File: src/rtl/mac_requant_axis_pkg.sv
// Shared definitions for the MAC requantization stage: saturation limits and
// the round-half-up / saturate helper, evaluated at 64 bits so one function
// serves every parameterization.
package mac_requant_axis_pkg;

  typedef struct packed {
    logic signed [63:0] value;
    logic               sat;
  } rq_t;

  // Largest value representable in a w-bit two's complement word.
  function automatic logic signed [63:0] sat_hi(input int w);
    return (64'sd1 <<< (w - 1)) - 64'sd1;
  endfunction

  // Smallest value representable in a w-bit two's complement word.
  function automatic logic signed [63:0] sat_lo(input int w);
    return -(64'sd1 <<< (w - 1));
  endfunction

  // Drop s fractional bits with round-half-up, then clamp to a w-bit range.
  // The 64-bit working width leaves ample headroom for the rounding add.
  function automatic rq_t requant(input logic signed [63:0] x, input int s, input int w);
    logic signed [63:0] r;
    logic signed [63:0] hi;
    logic signed [63:0] lo;
    rq_t                o;
    if (s > 0) r = (x + (64'sd1 <<< (s - 1))) >>> s;
    else       r = x;
    hi = sat_hi(w);
    lo = sat_lo(w);
    o.sat = 1'b0;
    o.value = r;
    if (r > hi) begin
      o.value = hi;
      o.sat   = 1'b1;
    end else if (r < lo) begin
      o.value = lo;
      o.sat   = 1'b1;
    end
    return o;
  endfunction

endpackage

File: src/rtl/mac_result_fifo.sv
// First-word-fall-through synchronous FIFO. The head entry is visible on
// rd_data whenever count is non-zero; rd_data reads as zero when empty.
// The caller guarantees rd_en only when non-empty and wr_en only when not
// full or popping in the same cycle.
module mac_result_fifo
  import mac_requant_axis_pkg::*;
#(
  parameter int W     = 16,
  parameter int DEPTH = 4
) (
  input  logic                       clock,
  input  logic                       rstn,
  input  logic                       wr_en,
  input  logic [W-1:0]               wr_data,
  input  logic                       rd_en,
  output logic [W-1:0]               rd_data,
  output logic [$clog2(DEPTH):0]     count
);

  localparam int AW = $clog2(DEPTH);
  localparam int CW = AW + 1;

  logic [W-1:0]  mem_q [DEPTH];
  logic [AW-1:0] wr_ptr_q, wr_ptr_d;
  logic [AW-1:0] rd_ptr_q, rd_ptr_d;
  logic [CW-1:0] count_q, count_d;

  // Pointer advance (natural modulo-DEPTH wrap) and occupancy update.
  always_comb begin
    wr_ptr_d = wr_ptr_q;
    rd_ptr_d = rd_ptr_q;
    count_d  = count_q;
    if (wr_en) wr_ptr_d = wr_ptr_q + AW'(1);
    if (rd_en) rd_ptr_d = rd_ptr_q + AW'(1);
    case ({wr_en, rd_en})
      2'b10:   count_d = count_q + CW'(1);
      2'b01:   count_d = count_q - CW'(1);
      default: count_d = count_q;
    endcase
  end

  // Control state: pointers and occupancy.
  always_ff @(posedge clock or negedge rstn) begin
    if (!rstn) begin
      wr_ptr_q <= '0;
      rd_ptr_q <= '0;
      count_q  <= '0;
    end else begin
      wr_ptr_q <= wr_ptr_d;
      rd_ptr_q <= rd_ptr_d;
      count_q  <= count_d;
    end
  end

  // Storage array; contents are qualified by count so it needs no reset.
  always_ff @(posedge clock) begin
    if (wr_en) mem_q[wr_ptr_q] <= wr_data;
  end

  assign rd_data = (count_q != '0) ? mem_q[rd_ptr_q] : '0;
  assign count   = count_q;

endmodule

File: src/rtl/mac_requant_axis.sv
// Requantizes MAC accumulator results to a narrower fixed-point format,
// registers them once, and buffers them in a FWFT FIFO behind a
// ready/valid master port. Beats that find the FIFO full are dropped.
module mac_requant_axis
  import mac_requant_axis_pkg::*;
#(
  parameter int IN_INT   = 12,
  parameter int IN_FRAC  = 16,
  parameter int OUT_INT  = 6,
  parameter int OUT_FRAC = 8,
  parameter int DEPTH    = 4
) (
  input  logic                                clock,
  input  logic                                rstn,
  input  logic signed [IN_INT+IN_FRAC-1:0]    in_data,
  input  logic                                in_valid,
  input  logic                                in_last,
  output logic signed [OUT_INT+OUT_FRAC-1:0]  m_data,
  output logic                                m_sat,
  output logic                                m_last,
  output logic                                m_valid,
  input  logic                                m_ready,
  output logic [$clog2(DEPTH):0]              count,
  output logic                                drop_sticky,
  input  logic                                clr_drop
);

  localparam int OUT_W = OUT_INT + OUT_FRAC;
  localparam int S     = IN_FRAC - OUT_FRAC;
  localparam int CW    = $clog2(DEPTH) + 1;
  localparam int FW    = OUT_W + 2;

  rq_t                rq;
  logic               unused_rq_hi;
  logic [OUT_W-1:0]   data_p1_q, data_p1_d;
  logic               sat_p1_q, sat_p1_d;
  logic               last_p1_q, last_p1_d;
  logic               vld_p1_q, vld_p1_d;
  logic               drop_sticky_q, drop_sticky_d;
  logic [FW-1:0]      head;
  logic [CW-1:0]      fifo_count;
  logic               full, pop, push, drop;

  // Round and saturate the incoming result; capture it into stage 1 on valid.
  always_comb begin
    rq           = requant(64'(in_data), S, OUT_W);
    unused_rq_hi = ^rq.value[63:OUT_W];
    data_p1_d    = data_p1_q;
    sat_p1_d     = sat_p1_q;
    last_p1_d    = last_p1_q;
    vld_p1_d     = in_valid;
    if (in_valid) begin
      data_p1_d = rq.value[OUT_W-1:0];
      sat_p1_d  = rq.sat;
      last_p1_d = in_last;
    end
  end

  // ---- stage p1: requantized beat ----
  // Stage-1 payload; qualified by vld_p1_q so it carries no reset.
  always_ff @(posedge clock) begin
    data_p1_q <= data_p1_d;
    sat_p1_q  <= sat_p1_d;
    last_p1_q <= last_p1_d;
  end

  // Stage-1 valid flag and drop indicator.
  always_ff @(posedge clock or negedge rstn) begin
    if (!rstn) begin
      vld_p1_q      <= 1'b0;
      drop_sticky_q <= 1'b0;
    end else begin
      vld_p1_q      <= vld_p1_d;
      drop_sticky_q <= drop_sticky_d;
    end
  end

  // Push/pop arbitration; a full FIFO still accepts a beat when it pops.
  always_comb begin
    full          = (fifo_count == CW'(DEPTH));
    pop           = m_valid && m_ready;
    push          = vld_p1_q && (!full || pop);
    drop          = vld_p1_q && full && !pop;
    drop_sticky_d = drop_sticky_q;
    if (drop)          drop_sticky_d = 1'b1;
    else if (clr_drop) drop_sticky_d = 1'b0;
  end

  // ---- stage fifo: buffered output ----
  mac_result_fifo #(
    .W     (FW),
    .DEPTH (DEPTH)
  ) u_fifo (
    .clock   (clock),
    .rstn    (rstn),
    .wr_en   (push),
    .wr_data ({sat_p1_q, last_p1_q, data_p1_q}),
    .rd_en   (pop),
    .rd_data (head),
    .count   (fifo_count)
  );

  assign m_sat       = head[FW-1];
  assign m_last      = head[FW-2];
  assign m_data      = head[OUT_W-1:0];
  assign m_valid     = (fifo_count != '0);
  assign count       = fifo_count;
  assign drop_sticky = drop_sticky_q;

endmodule

File: config.mk
export PLATFORM = sky130hd
export DESIGN_NAME = mac_requant_axis
export DESIGN_NICKNAME = d
export VERILOG_FILES = /design/src/rtl/mac_requant_axis_pkg.sv /design/src/rtl/mac_result_fifo.sv /design/src/rtl/mac_requant_axis.sv
export SDC_FILE = /design/constraint.sdc
export NUM_CORES = 1
export LEC_CHECK = 0
export ABC_AREA = 1
export BUFFER_PORTS_ARGS = -buffer_cell sky130_fd_sc_hd__buf_2
export CAP_MARGIN = 20
export CELL_PAD_IN_SITES_DETAIL_PLACEMENT = 1
export CELL_PAD_IN_SITES_GLOBAL_PLACEMENT = 1
export CORE_MARGIN = 4
export CORE_UTILIZATION = 35
export CTS_CLUSTER_DIAMETER = 30
export DETAILED_ROUTE_END_ITERATION = 8
export PLACE_DENSITY_LB_ADDON = 0.1
export SLEW_MARGIN = 20
export SYNTH_ARGS = -nofsm -noshare
export SYNTH_HDL_FRONTEND = slang
export SYNTH_SLANG_ARGS = --single-unit
File: constraint.sdc
create_clock -name clock -period 2.64 [get_ports clock]
set_input_delay 0.264 -clock clock [delete_from_list [all_inputs] [get_ports clock]]
set_output_delay 0.264 -clock clock [all_outputs]
set_load 0.02 [all_outputs]
==> flow_metrics.py <==
metrics = {
    "clock_network": {
        "cts_buffer_depth": 2,
        "cts_root_buffer": "clkbuf_16",
        "hold_buffers": 1,
        "clock-sinks": 89,
        "post_cts_resized": 0,
        "cts_tree": "yes",
        "htreeDepth": 3,
        "numCtsBuffers": 9,
        "cts.clk_slew.worst_paths_ns": 0.06,
        "clk-insertion-delay-late_ns": 0.33,
        "post-cts-setup-buffers": 0,
    },
    "layout": {
        "nNetsFinal": 505,
        "fillers": 1321,
        "multi_input_area_sq_um": 1353,
        "antennaDiodeCount": 0,
        "ff_latch_area_sq_um": 2628,
        "drive_above_1_share": 0.1940,
        "syn_to_final_growth_pct": 18.08,
        "fin_area_sq_um": 4935,
        "final_cells": 612,
    },
    "synth": {
        "synth_area_leader_cell": "edfxtp_1",
        "yosys-top-cells-count": "89 x nor2_1, 80 x edfxtp_1, 70 x nand2_1, 35 x o21ai_0, 33 x inv_1",
        "synthArstFlopShare": 0.1011,
        "synth_cell_types": 30,
        "yosysWarnings": 0,
        "synth.avg_cell_area_sq_um": 10.24,
        "synthSimpleGateAreaFrac": 0.1946,
        "synthTopCellsByArea": "edfxtp_1 57%, nor2_1 8.0%, nand2_1 6.3%",
        "yosysMostFrequentCell": "nor2_1",
        "synth_top_family_by_area": "simple AND/OR/NAND/NOR gates",
        "synth_edf_count": 80,
        "synth-xor-area-share": 0.03563,
        "synthCells": 408,
        "synth_fa_ha_area_frac": 0.02275,
        "syn_nets": 449,
        "synth_ff_type": "edfxtp_1",
        "synthMuxAreaShare": 0,
        "synth_top_area_frac": 0.5749,
        "synth_seq_area_share": 0.6287,
        "synth_compound_area_frac": 0.07066,
        "netlist_area_sq_um": 4179,
        "ys_ff_latch": 89,
    },
    "sta": {
        "worst_slew_pin_slew_ns": 0.4146,
        "setup_viol": 0,
        "max_freq_ghz": 0.4655,
        "finalCriticalPeriod_ns": 2.148,
        "slew_headroom": 0.7236,
        "final.period_utilization": 0.8138,
        "fin_ws_ns": 0.4917,
        "finClkSkew_ns": 0.004859,
        "report.final.slew_viol_count": 0,
        "hold_viol_final": 0,
        "rsz0062_at_grt": "false",
        "setup_tns_ns": 0,
    },
    "pwr": {
        "p_leak_nw": 1.981,
        "ir_drop_mv": 0.3809,
        "power_density_nw_per_um2": 1040,
    },
    "placement": {
        "dp_hpwl_um": 6306,
        "dp_cells": 595,
        "pre_cts_ws_ns": 0.4767,
        "place_congestion": 0.7812,
        "placed_cell_area_sq_um": 4604,
        "io_buffers": 47,
    },
    "global_route": {
        "grt_use_total": 0.1494,
        "grt-ovfl-total": 0,
        "grt_pass1_vias": 3078,
        "antenna_found_initial": 0,
        "grt_pass1_wl_um": 15390,
        "grt_max_degree": 33,
    },
    "route": {
        "via_count": 2851,
        "route.detailed.drc": 0,
        "drt-initial-drc-count": 148,
        "first_pass_iters": 4,
        "routed_via_density": 4.658,
        "routed_wl_um": 9106,
        "avgRoutedWirePerCell_um": 14.88,
        "ant_nets": 0,
    },
    "hold_path": {
        "hold_end": "drop_sticky$_DFFE_PN0P_",
        "whs_path_depth": 2,
        "hp-start": "clr_drop",
        "hp-class": "primary input to flip-flop",
    },
    "critical_path": {
        "crit_arrival_ns": 2.35,
        "critical_path.max_stage_delay_ns": 0.41,
        "worstPathMaxFanout": 8,
        "ff2ff_path_depth": 9,
        "r2r_start": "u_fifo.count[1]$_DFFE_PN0P_",
        "crit_cells": 9,
        "path_cells": "nor2_1 > nand3_1 > nand2_1 > ha_1 > inv_1 > fa_1 > a21oi_1 > o21ai_0 > xor2_1",
        "r2r_end": "u_fifo.count[2]$_DFFE_PN0P_",
        "end_kind": "flip-flop",
        "rrSetupSlack_ns": 0.49,
        "crit_type": "flip-flop to flip-flop",
        "worstPathRequired_ns": 2.84,
        "cp-start-kind": "flip-flop",
        "crit_buf_inv": 1,
        "crit_family": "adder cells",
        "cp_slowest_cell": "dfrtp_1",
    },
    "floorplanning": {
        "start_util": 0.3614,
        "fp.dieArea_sq_um": 13750,
        "die_width_um": 117.3,
        "die_h_um": 117.3,
        "rows": 39,
        "core_area_sq_um": 11560,
        "ios": 55,
    },
    "job": {
        "drv_cap": 0,
    },
    "run_status": {
        "outcome": "finished clean",
    },
}
[layer usage]
metal	track usage	routed length, um
met4	0.06957	195
met5	0	0
met2	0.2541	4472
met1	0.1855	4165
met3	0.02468	273
[per-stage QoR]
stage / power, mW / utilization / hold slack, ns
after floorplan: 3.180 / - / -0.03159
after global placement: 3.813 / 0.3981 / 0.1301
after detailed placement: 3.872 / 0.3981 / 0.1331
after CTS: 5.223 / 0.4267 / 0.1031
after global routing: 5.497 / 0.4267 / 0.1093
final: 5.132 / 0.4267 / 0.1160
[report_power, final]
group	internal [mW]	switching, mW
Sequential	1.85	0.106
Clock	0.828	0.505
Combinational	0.588	1.25
Total	3.27	1.87
[layout make-up]
cell class	count	share of cell area
sequential	89	0.5325
clock inverter	7	0.01927
tap	143	0.03626
multi-input combinational	270	0.2741
clock buffer	9	0.04564
timing repair buffer	58	0.06491
inverter	36	0.02738
[sequential cells by signal (all words and copies together) (netlist names)]
name and flops:
data_p1_q 14, drop_sticky 1, last_p1_q 1, sat_p1_q 1, u_fifo.count 3, u_fifo.mem_q 64
u_fifo.rd_ptr_q 2, u_fifo.wr_ptr_q 2, vld_p1_q 1
[worst max path at each step]
stage                                 from                          end  slack, ns
2_1_floorplan  u_fifo.count[0]$_DFFE_PN0P_  u_fifo.count[2]$_DFFE_PN0P_       0.39
3_3_place_gp   u_fifo.count[0]$_DFFE_PN0P_  u_fifo.count[2]$_DFFE_PN0P_       0.54
3_5_place_dp   u_fifo.count[1]$_DFFE_PN0P_  u_fifo.count[2]$_DFFE_PN0P_       0.48
4_1_cts        u_fifo.count[1]$_DFFE_PN0P_  u_fifo.count[2]$_DFFE_PN0P_       0.46
5_1_grt        u_fifo.count[1]$_DFFE_PN0P_  u_fifo.count[2]$_DFFE_PN0P_       0.25
6_report       u_fifo.count[1]$_DFFE_PN0P_  u_fifo.count[2]$_DFFE_PN0P_       0.49
[placed cells by master (no fill, tap or decap), drive strengths merged]
cell type / Yosys / routed
nor2: 96 / 96
edfxtp: 80 / 80
nand2: 77 / 77
buf: 3 / 57
o21ai: 38 / 38
inv: 34 / 34
a21oi: 19 / 19
xor2: 10 / 10
nand3: 10 / 10
clkbuf: 10 / 9
dfrtp: 9 / 9
xnor2: 7 / 7
clkinv: 2 / 7
ha: 6 / 6
nor3: 3 / 3
bufinv: 0 / 2
and2: 1 / 1
nand4: 1 / 1
o22ai: 1 / 1
fa: 1 / 1
dlygate4sd3: 0 / 1
[cells by family (layout without fill, tap and decap cells)]
group	count (synthesis)	after routing
AOI/OAI and AO/OA	58	58
xor gates and xnor gates	17	17
adders and majority gates	7	7
buffers and inverters	49	110
DFF	89	89
and+or+nand+nor	188	188
No activity file was read; power rests on OpenSTA's default activity.
